## src/rtl/xdbus_stream_pkg.sv

```systemverilog
// Shared register offsets and bit positions for the xdbus_stream data-bus bridge.
package xdbus_stream_pkg;

  typedef enum logic [1:0] {
    STRM_RXDATA = 2'd0,
    STRM_TXDATA = 2'd1,
    STRM_STATUS = 2'd2,
    STRM_CTRL   = 2'd3
  } strm_off_e;

  localparam int ST_RX_EMPTY = 0;
  localparam int ST_RX_FULL  = 1;
  localparam int ST_TX_EMPTY = 2;
  localparam int ST_TX_FULL  = 3;
  localparam int ST_RX_OVF   = 4;
  localparam int ST_TX_OVF   = 5;
  localparam int ST_RX_UNF   = 6;

  localparam int ST_RX_CNT_LSB = 8;
  localparam int ST_TX_CNT_LSB = 16;
  localparam int ST_CNT_W      = 8;

  localparam int CTRL_TX_EN = 0;
  localparam int CTRL_RX_EN = 1;

endpackage

```

## src/rtl/xdbus_stream_xfifo_sync.sv

```systemverilog
// Synchronous circular FIFO; silently ignores push when full and pop when empty.
module xfifo_sync #(
  parameter int DATA_W     = 32,
  parameter int DEPTH_LOG2 = 3
) (
  input  logic                  clk,
  input  logic                  rst,
  input  logic                  push,
  input  logic [DATA_W-1:0]     push_data,
  input  logic                  pop,
  output logic [DATA_W-1:0]     head,
  output logic [DEPTH_LOG2:0]   count,
  output logic                  full,
  output logic                  empty
);

  localparam int DEPTH = 1 << DEPTH_LOG2;
  localparam logic [DEPTH_LOG2:0]   CNT_FULL = {1'b1, {DEPTH_LOG2{1'b0}}};
  localparam logic [DEPTH_LOG2:0]   CNT_ONE  = (DEPTH_LOG2+1)'(1'b1);
  localparam logic [DEPTH_LOG2-1:0] PTR_ONE  = DEPTH_LOG2'(1'b1);

  logic [DATA_W-1:0]     mem_r [DEPTH];
  logic [DEPTH_LOG2-1:0] wr_ptr_r;
  logic [DEPTH_LOG2-1:0] rd_ptr_r;
  logic [DEPTH_LOG2:0]   count_r;
  logic                  do_push_s;
  logic                  do_pop_s;

  assign full      = (count_r == CNT_FULL);
  assign empty     = (count_r == {(DEPTH_LOG2+1){1'b0}});
  assign count     = count_r;
  assign head      = mem_r[rd_ptr_r];
  assign do_push_s = push & ~full;
  assign do_pop_s  = pop & ~empty;

  // storage array, deliberately not reset
  always_ff @(posedge clk) begin
    if (do_push_s) begin
      mem_r[wr_ptr_r] <= push_data;
    end
  end

  // pointers and occupancy; pointers wrap naturally at DEPTH
  always_ff @(posedge clk) begin
    if (rst) begin
      wr_ptr_r <= {DEPTH_LOG2{1'b0}};
      rd_ptr_r <= {DEPTH_LOG2{1'b0}};
      count_r  <= {(DEPTH_LOG2+1){1'b0}};
    end else begin
      if (do_push_s) begin
        wr_ptr_r <= wr_ptr_r + PTR_ONE;
      end
      if (do_pop_s) begin
        rd_ptr_r <= rd_ptr_r + PTR_ONE;
      end
      case ({do_push_s, do_pop_s})
        2'b10:   count_r <= count_r + CNT_ONE;
        2'b01:   count_r <= count_r - CNT_ONE;
        default: count_r <= count_r;
      endcase
    end
  end

endmodule

```

## src/rtl/xdbus_stream.sv

```systemverilog
// Data-bus responder bridging CPU word accesses to an RX and a TX valid/ready stream.
module xdbus_stream
  import xdbus_stream_pkg::*;
#(
  parameter int DATA_W     = 32,
  parameter int ADDR_W     = 16,
  parameter int BASE       = 0,
  parameter int DEPTH_LOG2 = 3
) (
  input  logic              clk,
  input  logic              rst,
  input  logic              data_sel,
  input  logic              data_we,
  input  logic [ADDR_W-1:0] data_addr,
  input  logic [DATA_W-1:0] data_to_wr,
  output logic [DATA_W-1:0] data_to_rd,
  input  logic              rx_valid,
  output logic              rx_ready,
  input  logic [DATA_W-1:0] rx_data,
  output logic              tx_valid,
  input  logic              tx_ready,
  output logic [DATA_W-1:0] tx_data
);

  localparam logic [ADDR_W-1:0] BASE_A = ADDR_W'(BASE);

  logic                  hit_s, rd_s, wr_s;
  strm_off_e             off_s;
  logic                  tx_en_r, rx_en_r;
  logic                  rx_ovf_r, tx_ovf_r, rx_unf_r;
  logic [DATA_W-1:0]     rx_head_s, tx_head_s;
  logic [DEPTH_LOG2:0]   rx_count_s, tx_count_s;
  logic                  rx_full_s, rx_empty_s, tx_full_s, tx_empty_s;
  logic                  rx_push_s, rx_pop_s, tx_push_s, tx_pop_s;
  logic                  rx_ovf_set_s, tx_ovf_set_s, rx_unf_set_s;
  logic                  status_wr_s, ctrl_wr_s;
  logic [DATA_W-1:0]     status_s;
  logic [DATA_W-1:0]     rd_data_s;

  assign hit_s = data_sel && (data_addr[ADDR_W-1:2] == BASE_A[ADDR_W-1:2]);
  assign off_s = strm_off_e'(data_addr[1:0]);
  assign rd_s  = hit_s & ~data_we;
  assign wr_s  = hit_s & data_we;

  assign rx_ready = rx_en_r & ~rx_full_s;
  assign tx_valid = tx_en_r & ~tx_empty_s;
  assign tx_data  = tx_head_s;

  assign rx_push_s    = rx_valid & rx_ready;
  assign rx_pop_s     = rd_s && (off_s == STRM_RXDATA) && !rx_empty_s;
  assign rx_unf_set_s = rd_s && (off_s == STRM_RXDATA) && rx_empty_s;
  assign rx_ovf_set_s = rx_valid & rx_en_r & rx_full_s;
  assign tx_push_s    = wr_s && (off_s == STRM_TXDATA);
  assign tx_ovf_set_s = tx_push_s & tx_full_s;
  assign tx_pop_s     = tx_valid & tx_ready;
  assign status_wr_s  = wr_s && (off_s == STRM_STATUS);
  assign ctrl_wr_s    = wr_s && (off_s == STRM_CTRL);

  xfifo_sync #(.DATA_W(DATA_W), .DEPTH_LOG2(DEPTH_LOG2)) u_rx_fifo (
    .clk       (clk),
    .rst       (rst),
    .push      (rx_push_s),
    .push_data (rx_data),
    .pop       (rx_pop_s),
    .head      (rx_head_s),
    .count     (rx_count_s),
    .full      (rx_full_s),
    .empty     (rx_empty_s)
  );

  xfifo_sync #(.DATA_W(DATA_W), .DEPTH_LOG2(DEPTH_LOG2)) u_tx_fifo (
    .clk       (clk),
    .rst       (rst),
    .push      (tx_push_s),
    .push_data (data_to_wr),
    .pop       (tx_pop_s),
    .head      (tx_head_s),
    .count     (tx_count_s),
    .full      (tx_full_s),
    .empty     (tx_empty_s)
  );

  // control enables and sticky flags; a same-cycle set overrides a W1C clear
  always_ff @(posedge clk) begin
    if (rst) begin
      tx_en_r  <= 1'b0;
      rx_en_r  <= 1'b0;
      rx_ovf_r <= 1'b0;
      tx_ovf_r <= 1'b0;
      rx_unf_r <= 1'b0;
    end else begin
      if (ctrl_wr_s) begin
        tx_en_r <= data_to_wr[CTRL_TX_EN];
        rx_en_r <= data_to_wr[CTRL_RX_EN];
      end
      rx_ovf_r <= rx_ovf_set_s | (rx_ovf_r & ~(status_wr_s & data_to_wr[ST_RX_OVF]));
      tx_ovf_r <= tx_ovf_set_s | (tx_ovf_r & ~(status_wr_s & data_to_wr[ST_TX_OVF]));
      rx_unf_r <= rx_unf_set_s | (rx_unf_r & ~(status_wr_s & data_to_wr[ST_RX_UNF]));
    end
  end

  // STATUS word assembled from pre-edge state
  always_comb begin
    status_s = {DATA_W{1'b0}};
    status_s[ST_RX_EMPTY] = rx_empty_s;
    status_s[ST_RX_FULL]  = rx_full_s;
    status_s[ST_TX_EMPTY] = tx_empty_s;
    status_s[ST_TX_FULL]  = tx_full_s;
    status_s[ST_RX_OVF]   = rx_ovf_r;
    status_s[ST_TX_OVF]   = tx_ovf_r;
    status_s[ST_RX_UNF]   = rx_unf_r;
    status_s[ST_RX_CNT_LSB +: ST_CNT_W] = ST_CNT_W'(rx_count_s);
    status_s[ST_TX_CNT_LSB +: ST_CNT_W] = ST_CNT_W'(tx_count_s);
  end

  // zero-latency read mux
  always_comb begin
    rd_data_s = {DATA_W{1'b0}};
    if (rd_s) begin
      case (off_s)
        STRM_RXDATA: begin
          if (!rx_empty_s) begin
            rd_data_s = rx_head_s;
          end else begin
            rd_data_s = {DATA_W{1'b0}};
          end
        end
        STRM_TXDATA: rd_data_s = {DATA_W{1'b0}};
        STRM_STATUS: rd_data_s = status_s;
        STRM_CTRL: begin
          rd_data_s[CTRL_TX_EN] = tx_en_r;
          rd_data_s[CTRL_RX_EN] = rx_en_r;
        end
        default: rd_data_s = {DATA_W{1'b0}};
      endcase
    end else begin
      rd_data_s = {DATA_W{1'b0}};
    end
  end

  assign data_to_rd = rd_data_s;

endmodule

```

## config.mk

```make
export PLATFORM = sky130hd
export DESIGN_NAME = xdbus_stream
export DESIGN_NICKNAME = d
export VERILOG_FILES = /design/src/rtl/xdbus_stream_pkg.sv /design/src/rtl/xdbus_stream_xfifo_sync.sv /design/src/rtl/xdbus_stream.sv
export SDC_FILE = /design/constraint.sdc
export NUM_CORES = 1
export LEC_CHECK = 0
export CAP_MARGIN = 20
export CORE_MARGIN = 3
export CORE_UTILIZATION = 50
export CTS_CLUSTER_DIAMETER = 120
export DETAILED_ROUTE_END_ITERATION = 6
export MAX_ROUTING_LAYER = met4
export PLACE_DENSITY = 0.7
export SYNTH_ARGS = -nofsm -noshare
export SYNTH_HDL_FRONTEND = slang
export SYNTH_SLANG_ARGS = --single-unit
```

## constraint.sdc

```tcl
create_clock -name clk -period 4.85 [get_ports clk]
set_input_delay 0.97 -clock clk [delete_from_list [all_inputs] [get_ports clk]]
set_output_delay 0.97 -clock clk [all_outputs]
set_load 0.005 [all_outputs]
```

==> reports/results.ini, run 1 <==
[yosys]
synthTopCellsByArea=edfxtp_1, mux4_2, dfxtp_1, mux2i_1, mux2_2
synth.yosys.seq_area_share_pct=75.7
synthMuxAreaShare_pct=16.9
synth_cell_type_count=45
synth.avg_cell_area_um2=20.8
synth_top_cell_area_share_pct=72.8
syn_inst=1015
ys_seq_elements=543
ys_top_cells_by_count=edfxtp_1, mux4_2, nor2_1
synth_xor_area_share_pct=0.332
synth_ff_type=edfxtp_1
async_flop_share_pct=0
netlist_area_mm2=0.0211
synth.most_common_cell=edfxtp_1
synth_top_family_by_area=multiplexers
yosysTopAreaCell=edfxtp_1
synth_edf_count=512
yosys_warnings=0
synth_compound_area_share_pct=1.84
synthSimpleGateAreaFrac_pct=3.54
synthAdderAreaFrac_pct=0.592
syn_nets=1111

[detailed_routing]
maxUsedRoutingLayer=met4
vias=10300
wl_per_cell_um=23.8
m1WireLength_mm=17.6
drt_iter0_drc=738
wl_met3_mm=2.38
remaining_drc_errors=0
via_per_inst=5.76
routed_wirelength_mm=42.5
antenna_left=0
wl_met2_mm=21.6
firstDrtPassIters=5

[clocking]
cts_tree=done
postCtsSetupRepairBufs=0
cts_hold_buf=0
path_clk_slew_ns=0.06
clock_sinks=543
clkLatencyLatePin_ns=0.58
post_cts_resized=0
htreeDepth=2
clockRootBuffer=clkbuf_16
cts_buffer_depth=3
cts_buffers=54

[finish]
fill_cells=2909
syn2layout_area_growth_pct=19.5
multi_input_area_mm2=0.00500
design_area_mm2=0.0252
regArea_mm2=0.0160
nNetsFinal=1300
drive_gt1_share_pct=23.2

[pwr]
powerDensity_mw_per_mm2=364
pwr-share-comb_pct=1.5
peakVddDrop_mv=0.315
clkPwrFrac_pct=42.8
p_leak_uw=0.00769
pwr-share-seq_pct=55.7
power_switching_uw=1710
internal_power_uw=7490
p_sw_share_pct=18.6

[worst_setup_path]
worst-path-buf-inv=2
cp_max_fo=3
worst-r2r-setup-slack_ns=1.52
r2r_end=u_rx_fifo.count[2]$_SDFFE_PP0P_
critical_path.most_common_cell=clkdlybuf4s50_1
endpoint_kind=output pin
crit_chain=clkdlybuf4s50_1 > nor4b_1 > nand3_1 > or3_1 > a21oi_1 > clkdlybuf4s50_1
worstPathRequired_ns=3.88
r2r_start=u_rx_fifo.count[0]$_SDFFE_PP0P_
worst-path-stages=6
reg2reg_depth=12
cpLargestDelayFamily=simple AND/OR/NAND/NOR gates
startpoint_type=input pin
crit_slowest_cell=or3_1
cp.arrival_ns=3.20
max_stage_delay_ns=0.53
crit_type=input pin to output pin

[grt]
track_usage_pct=19.8
grt_overflow=0
grt_pass1_vias=10800
antenna_found_initial=5
grt_max_degree=47
grt_pass1_wl_mm=64.5

[timing]
fin_crit_ns=4.17
setup_slack_ns=0.680
rsz0062_at_grt=no
period_share_pct=86.0
drv_slew=0
slew_headroom_pct=19.5
finalClockSkew_ns=0.00789
worstMarginPinSlew_ns=1.19
hold_viol=0
finalSetupViolCount=0
setup_tns_ns=0
fmax_mhz=240

[place]
place_area_mm2=0.0235
dpl_worst_slack_ns=0.672
finalWeightedCongestion=0.766
io_buffers=151
dpl.hpwl_mm=24.1

[status]
outcome=finished, final reports clean

[floorplanning]
die_w_um=212
fp.coreArea_mm2=0.0413
rows=74
ios=152
dieArea_mm2=0.0448
die_y_um=212
start_util_pct=51.2

[min_path]
hp-start=u_rx_fifo.rd_ptr_r[2]$_SDFFE_PP0P_
hold-path-cell-count=2
worstHoldPathType=flip-flop to flip-flop

[run]
max_cap_viol_count=0

==> sequential cells by signal (all words and copies together), names as in the netlist, named ones only <==
name                cells
rx_en_r                 1
u_rx_fifo.rd_ptr_r      3
u_rx_fifo.wr_ptr_r      3
rx_unf_r                1
tx_ovf_r                1
u_tx_fifo.mem_r       256
u_rx_fifo.count         4
u_tx_fifo.count         4
u_tx_fifo.wr_ptr_r      3
tx_en_r                 1
u_tx_fifo.rd_ptr_r      3
rx_ovf_r                1
u_rx_fifo.mem_r       256
==> placed cells by master, fill, tap and decap left out, types with 4 or more instances in the layout <==
cell type        instances
xor2_1                   8
o31ai_1                  4
clkdlybuf4s50_1        151
clkinv_2                 5
nor2b_1                  7
mux2_2                  35
o21ai_0                 16
nand3b_1                 5
clkbuf_8                 4
clkbuf_1                17
nand4_1                  7
dfxtp_1                 25
buf_12                   5
edfxtp_1               512
inv_1                    6
mux4_2                 122
nor2_1                  34
mux2i_1                 42
or3_1                    5
nand2b_1                 6
clkbuf_16               57
a21oi_1                 22
o2bb2ai_1               10
or4_1                    4
nor2_4                  12
buf_4                   29
nand3_1                  7
nor4b_1                  4
diode_2                  5
nand2_1                 15
a22oi_1                  4
nor4_1                   5
clkinv_1                13
ha_1                    10
==> area by class of cell <==
cell class	instances	share of cell area (%)
timing repair buffer	185	7.25
multi-input combinational	414	19.8
inverter	6	0.0892
sequential	543	63.4
clock buffer	78	6.12
tap	532	2.64
clock inverter	22	0.590
antenna	5	0.0496
==> kinds of logic (layout without fill, tap and decap cells) <==
| kind of cell | Yosys count | in the layout |
|---|---|---|
| other cells | 0 | 5 |
| simple gates | 135 | 135 |
| flops | 543 | 543 |
| buf+inv | 58 | 291 |
| compound gates | 62 | 62 |
| fa+ha+maj | 10 | 10 |
| xor+xnor | 8 | 8 |
| mux | 199 | 199 |
==> worst max-delay path by stage <==
stage	from	end	slack, ns
floorplan	data_addr[11]	u_tx_fifo.mem_r[1][0]$_DFFE_PP_	0.06
global placement	data_addr[8]	data_to_rd[2]	0.67
detailed placement	data_addr[8]	data_to_rd[2]	0.67
CTS	data_addr[8]	data_to_rd[2]	0.66
global route	data_addr[8]	data_to_rd[2]	0.53
finish	data_addr[8]	data_to_rd[2]	0.68
==> layer usage <==
| layer | track usage (%) | vias to the layer above |
|---|---|---|
| met5 | - | - |
| met4 | 5.59 | 0 |
| met3 | 4.30 | 61 |
| met2 | 33.2 | 245 |
| met1 | 24.8 | 5375 |
| li1 | - | 4596 |
==> power by group through the flow <==
stage	registers [µW]	logic, µW	clock network, µW
floorplan	5220	10.4	0
global placement	5220	130	0
detailed placement	5220	136	0
CTS	5120	137	4040
global route	5120	148	4240
finish	5120	137	3940
==> worst min-delay path: stages (launching register included) <==
cell     delay, ns
dfxtp_1       0.31
o31ai_1       0.07
a21oi_1       0.07
==> metrics by stage <==
stage,util [%],instances,hold slack [ns],power (µW)
6_report,61.1,1785,0.495,9200
3_3_place_gp,57.0,1680,0.457,5350
4_1_cts,61.1,1780,0.498,9290
5_1_grt,61.1,1785,0.527,9500
3_5_place_dp,57.0,1680,0.485,5350
2_1_floorplan,-,1015,0.444,5230
No activity file was read; power rests on OpenSTA's default activity.
==> run 2: changes to the inputs <==
--- a/config.mk
+++ b/config.mk
@@ -5,11 +5,10 @@
 export SDC_FILE = /design/constraint.sdc
 export NUM_CORES = 1
 export LEC_CHECK = 0
-export CAP_MARGIN = 20
 export CORE_MARGIN = 3
 export CORE_UTILIZATION = 50
-export CTS_CLUSTER_DIAMETER = 120
 export DETAILED_ROUTE_END_ITERATION = 6
+export HOLD_SLACK_MARGIN = 0.08
 export MAX_ROUTING_LAYER = met4
 export PLACE_DENSITY = 0.7
 export SYNTH_ARGS = -nofsm -noshare
==> results of run 2 <==
Same layout as run 1: the final DEF is identical, and so are final timing and power.
==> run 3: changes to the inputs <==
--- a/config.mk
+++ b/config.mk
@@ -5,12 +5,15 @@
 export SDC_FILE = /design/constraint.sdc
 export NUM_CORES = 1
 export LEC_CHECK = 0
+export CELL_PAD_IN_SITES_DETAIL_PLACEMENT = 2
+export CELL_PAD_IN_SITES_GLOBAL_PLACEMENT = 2
 export CORE_MARGIN = 3
-export CORE_UTILIZATION = 50
+export CORE_UTILIZATION = 47
+export CTS_BUF_LIST = sky130_fd_sc_hd__clkbuf_8
 export DETAILED_ROUTE_END_ITERATION = 6
 export HOLD_SLACK_MARGIN = 0.08
 export MAX_ROUTING_LAYER = met4
-export PLACE_DENSITY = 0.7
+export PLACE_DENSITY = 0.79
 export SYNTH_ARGS = -nofsm -noshare
 export SYNTH_HDL_FRONTEND = slang
 export SYNTH_SLANG_ARGS = --single-unit
==> constraint.sdc (replaced) <==
create_clock -name clk -period 4.6 [get_ports clk]
set_input_delay 0.92 -clock clk [delete_from_list [all_inputs] [get_ports clk]]
set_output_delay 0.92 -clock clk [all_outputs]
set_load 0.005 [all_outputs]
==> run 3 against run 2 <==
  * First-iteration DRC count rose by 27%
  * Combinational power rose by 16%
  * Clock-buffer cell count rose by 16
==> reports/results.ini, run 3 (same netlist as run 1, synthesis figures left out) <==
[grt]
antenna_found_initial=4  ; -1
track_usage_pct=26.3  ; +6.4 points
grt_pass1_wl_mm=87.7  ; +36%
grt_overflow=0  ; unchanged
grt_max_degree=49  ; +4.3%
grt_pass1_vias=12600  ; +17%

[detailed_routing]
vias=11100  ; +7.6%
remaining_drc_errors=0  ; unchanged
via_per_inst=5.79  ; +0.59%
firstDrtPassIters=5  ; unchanged
wl_per_cell_um=31.0  ; +30%
drt_iter0_drc=940  ; +27%
routed_wirelength_mm=59.2  ; +39%
antenna_left=0  ; unchanged

[status]
outcome=finished, final reports clean

[clocking]
htreeDepth=3  ; +1
clockRootBuffer=clkbuf_8
cts_hold_buf=0  ; unchanged
postCtsSetupRepairBufs=0  ; unchanged
clock_sinks=543  ; unchanged
cts_buffer_depth=3  ; unchanged
path_clk_slew_ns=0.06  ; about the same
cts_buffers=89  ; +65%
cts_tree=done
post_cts_resized=0  ; unchanged
clkLatencyLatePin_ns=0.68  ; +0.10 ns

[worst_setup_path]
max_stage_delay_ns=0.63  ; +0.10 ns
endpoint_kind=output pin
crit_slowest_cell=clkdlybuf4s50_1
worstPathRequired_ns=3.68  ; -0.20 ns
r2r_end=u_tx_fifo.count[2]$_SDFFE_PP0P_
reg2reg_depth=10  ; -2
startpoint_type=input pin
cp.arrival_ns=3.48  ; +0.28 ns
worst-r2r-setup-slack_ns=1.42  ; -0.10 ns
r2r_start=u_tx_fifo.count[0]$_SDFFE_PP0P_
crit_type=input pin to output pin
crit_chain=clkdlybuf4s50_1 > nor4_1 > buf_4 > and4_1 > nand2_1 > o21ai_0 > clkdlybuf4s50_1
cp_max_fo=6  ; +3
critical_path.most_common_cell=clkdlybuf4s50_1

[timing]
finalClockSkew_ns=0.0380  ; +0.0301 ns
setup_slack_ns=0.195  ; -0.485 ns
finalSetupViolCount=0  ; unchanged
drv_slew=0  ; unchanged
slew_headroom_pct=33.0  ; +13 points
period_share_pct=95.8
fmax_mhz=227
rsz0062_at_grt=no
setup_tns_ns=0  ; unchanged
hold_viol=0  ; unchanged
fin_crit_ns=4.40
whs_ns=0.508  ; +0.0131 ns
worstMarginPinSlew_ns=0.991  ; -0.200 ns

[finish]
syn2layout_area_growth_pct=20.1
mostFrequentLayoutCell=edfxtp_1
drive_gt1_share_pct=25.5  ; +2.3 points
regArea_mm2=0.0160  ; about the same
fill_cells=3664  ; +26%
final_cell_mix=edfxtp_1, clkdlybuf4s50_1, mux4_2, clkbuf_8, mux2i_1
multi_input_area_mm2=0.00501  ; +0.13%
design_area_mm2=0.0254  ; +0.51%
final_util_pct=57.2  ; -3.9 points
nNetsFinal=1335  ; +2.7%
reg.largest.list=u_rx_fifo.mem_r: 256 flops, u_tx_fifo.mem_r: 256 flops

[floorplanning]
start_util_pct=47.7  ; -3.5 points
dieArea_mm2=0.0475  ; +6.2%
ios=152  ; unchanged
die_y_um=218  ; +3.1%
die_w_um=218  ; +3.1%
fp.coreArea_mm2=0.0443  ; +7.3%
rows=77  ; +4.1%

[pwr]
powerDensity_mw_per_mm2=374  ; +2.7%
p_leak_uw=0.00784  ; +2.0%
peakVddDrop_mv=0.227  ; -28%

[run]
max_cap_viol_count=0  ; unchanged

[min_path]
hp-start=u_rx_fifo.rd_ptr_r[2]$_SDFFE_PP0P_
worstHoldPathType=flip-flop to flip-flop
hold-path-cell-count=2  ; unchanged

[place]
io_buffers=151  ; unchanged
dpl.hpwl_mm=33.5  ; +39%
dpl_worst_slack_ns=0.210  ; -0.463 ns
place_area_mm2=0.0238  ; +0.93%
finalWeightedCongestion=0.760  ; -0.69%

==> run 3: cell count changes in the layout (fill, tap and decap cells not counted), moves of 2 or more <==
cell | before | now
clkbuf_8 | 4 | 94
clkbuf_16 | 57 | 0
inv_1 | 6 | 38
clkbuf_1 | 17 | 0
buf_12 | 5 | 16
buf_4 | 29 | 18
clkinv_2 | 5 | 16
clkinv_1 | 13 | 17
inv_6 | 0 | 3
bufinv_16 | 2 | 0
==> run 3: layer usage <==
metal	track usage (%)	vias to the layer above	wire (µm)
met5	-	-	0
met4	6.68	0	1340
met3	5.50	100	2750
met2	45.1	335	31100
met1	32.1	5936	24000
li1	-	4685	-
==> run 3: how the worst max path moves through the flow <==
stage             startpoint  depth (start not counted)  slack [ns]                              end
4_1_cts        data_addr[11]                          8        0.19                   data_to_rd[18]
6_report       data_addr[11]                          7        0.20                    data_to_rd[1]
3_5_place_dp   data_addr[11]                          8        0.21                   data_to_rd[18]
5_1_grt         data_addr[8]                          7        0.11                   data_to_rd[18]
3_3_place_gp   data_addr[11]                          7        0.35                    data_to_rd[1]
2_1_floorplan  data_addr[11]                          4        0.44  u_tx_fifo.mem_r[6][0]$_DFFE_PP_
==> run 3: critical path: cells and delay by family <==
family	cells	cell delay, ns
AO/OA/AOI/OAI	1	0.51
buffers and inverters	3	1.27
AND/OR/NAND/NOR	3	0.77
==> run 3: metrics by stage <==
stage,total power (µW),cells
floorplan,5520,1015
global placement,5640,1740
detailed placement,5660,1740
CTS,9590,1905
global route,9810,1909
finish,9490,1909
==> run 3: layout make-up <==
type / count / share of cell area, %
Sequential cell: 543 / 63.1
Multi-Input combinational cell: 414 / 19.8
Timing Repair Buffer: 185 / 7.75
Clock buffer: 94 / 5.10
Tap cell: 592 / 2.92
Clock inverter: 71 / 1.23
Inverter: 6 / 0.0888
Antenna cell: 4 / 0.0395
==> run 3: where the power goes <==
part	internal (µW)	total, µW	switching [µW]
sequential	5400	5400	0.00172
clock	1900	3930	2030
combinational	69.0	159	89.6
total	7370	9490	2120
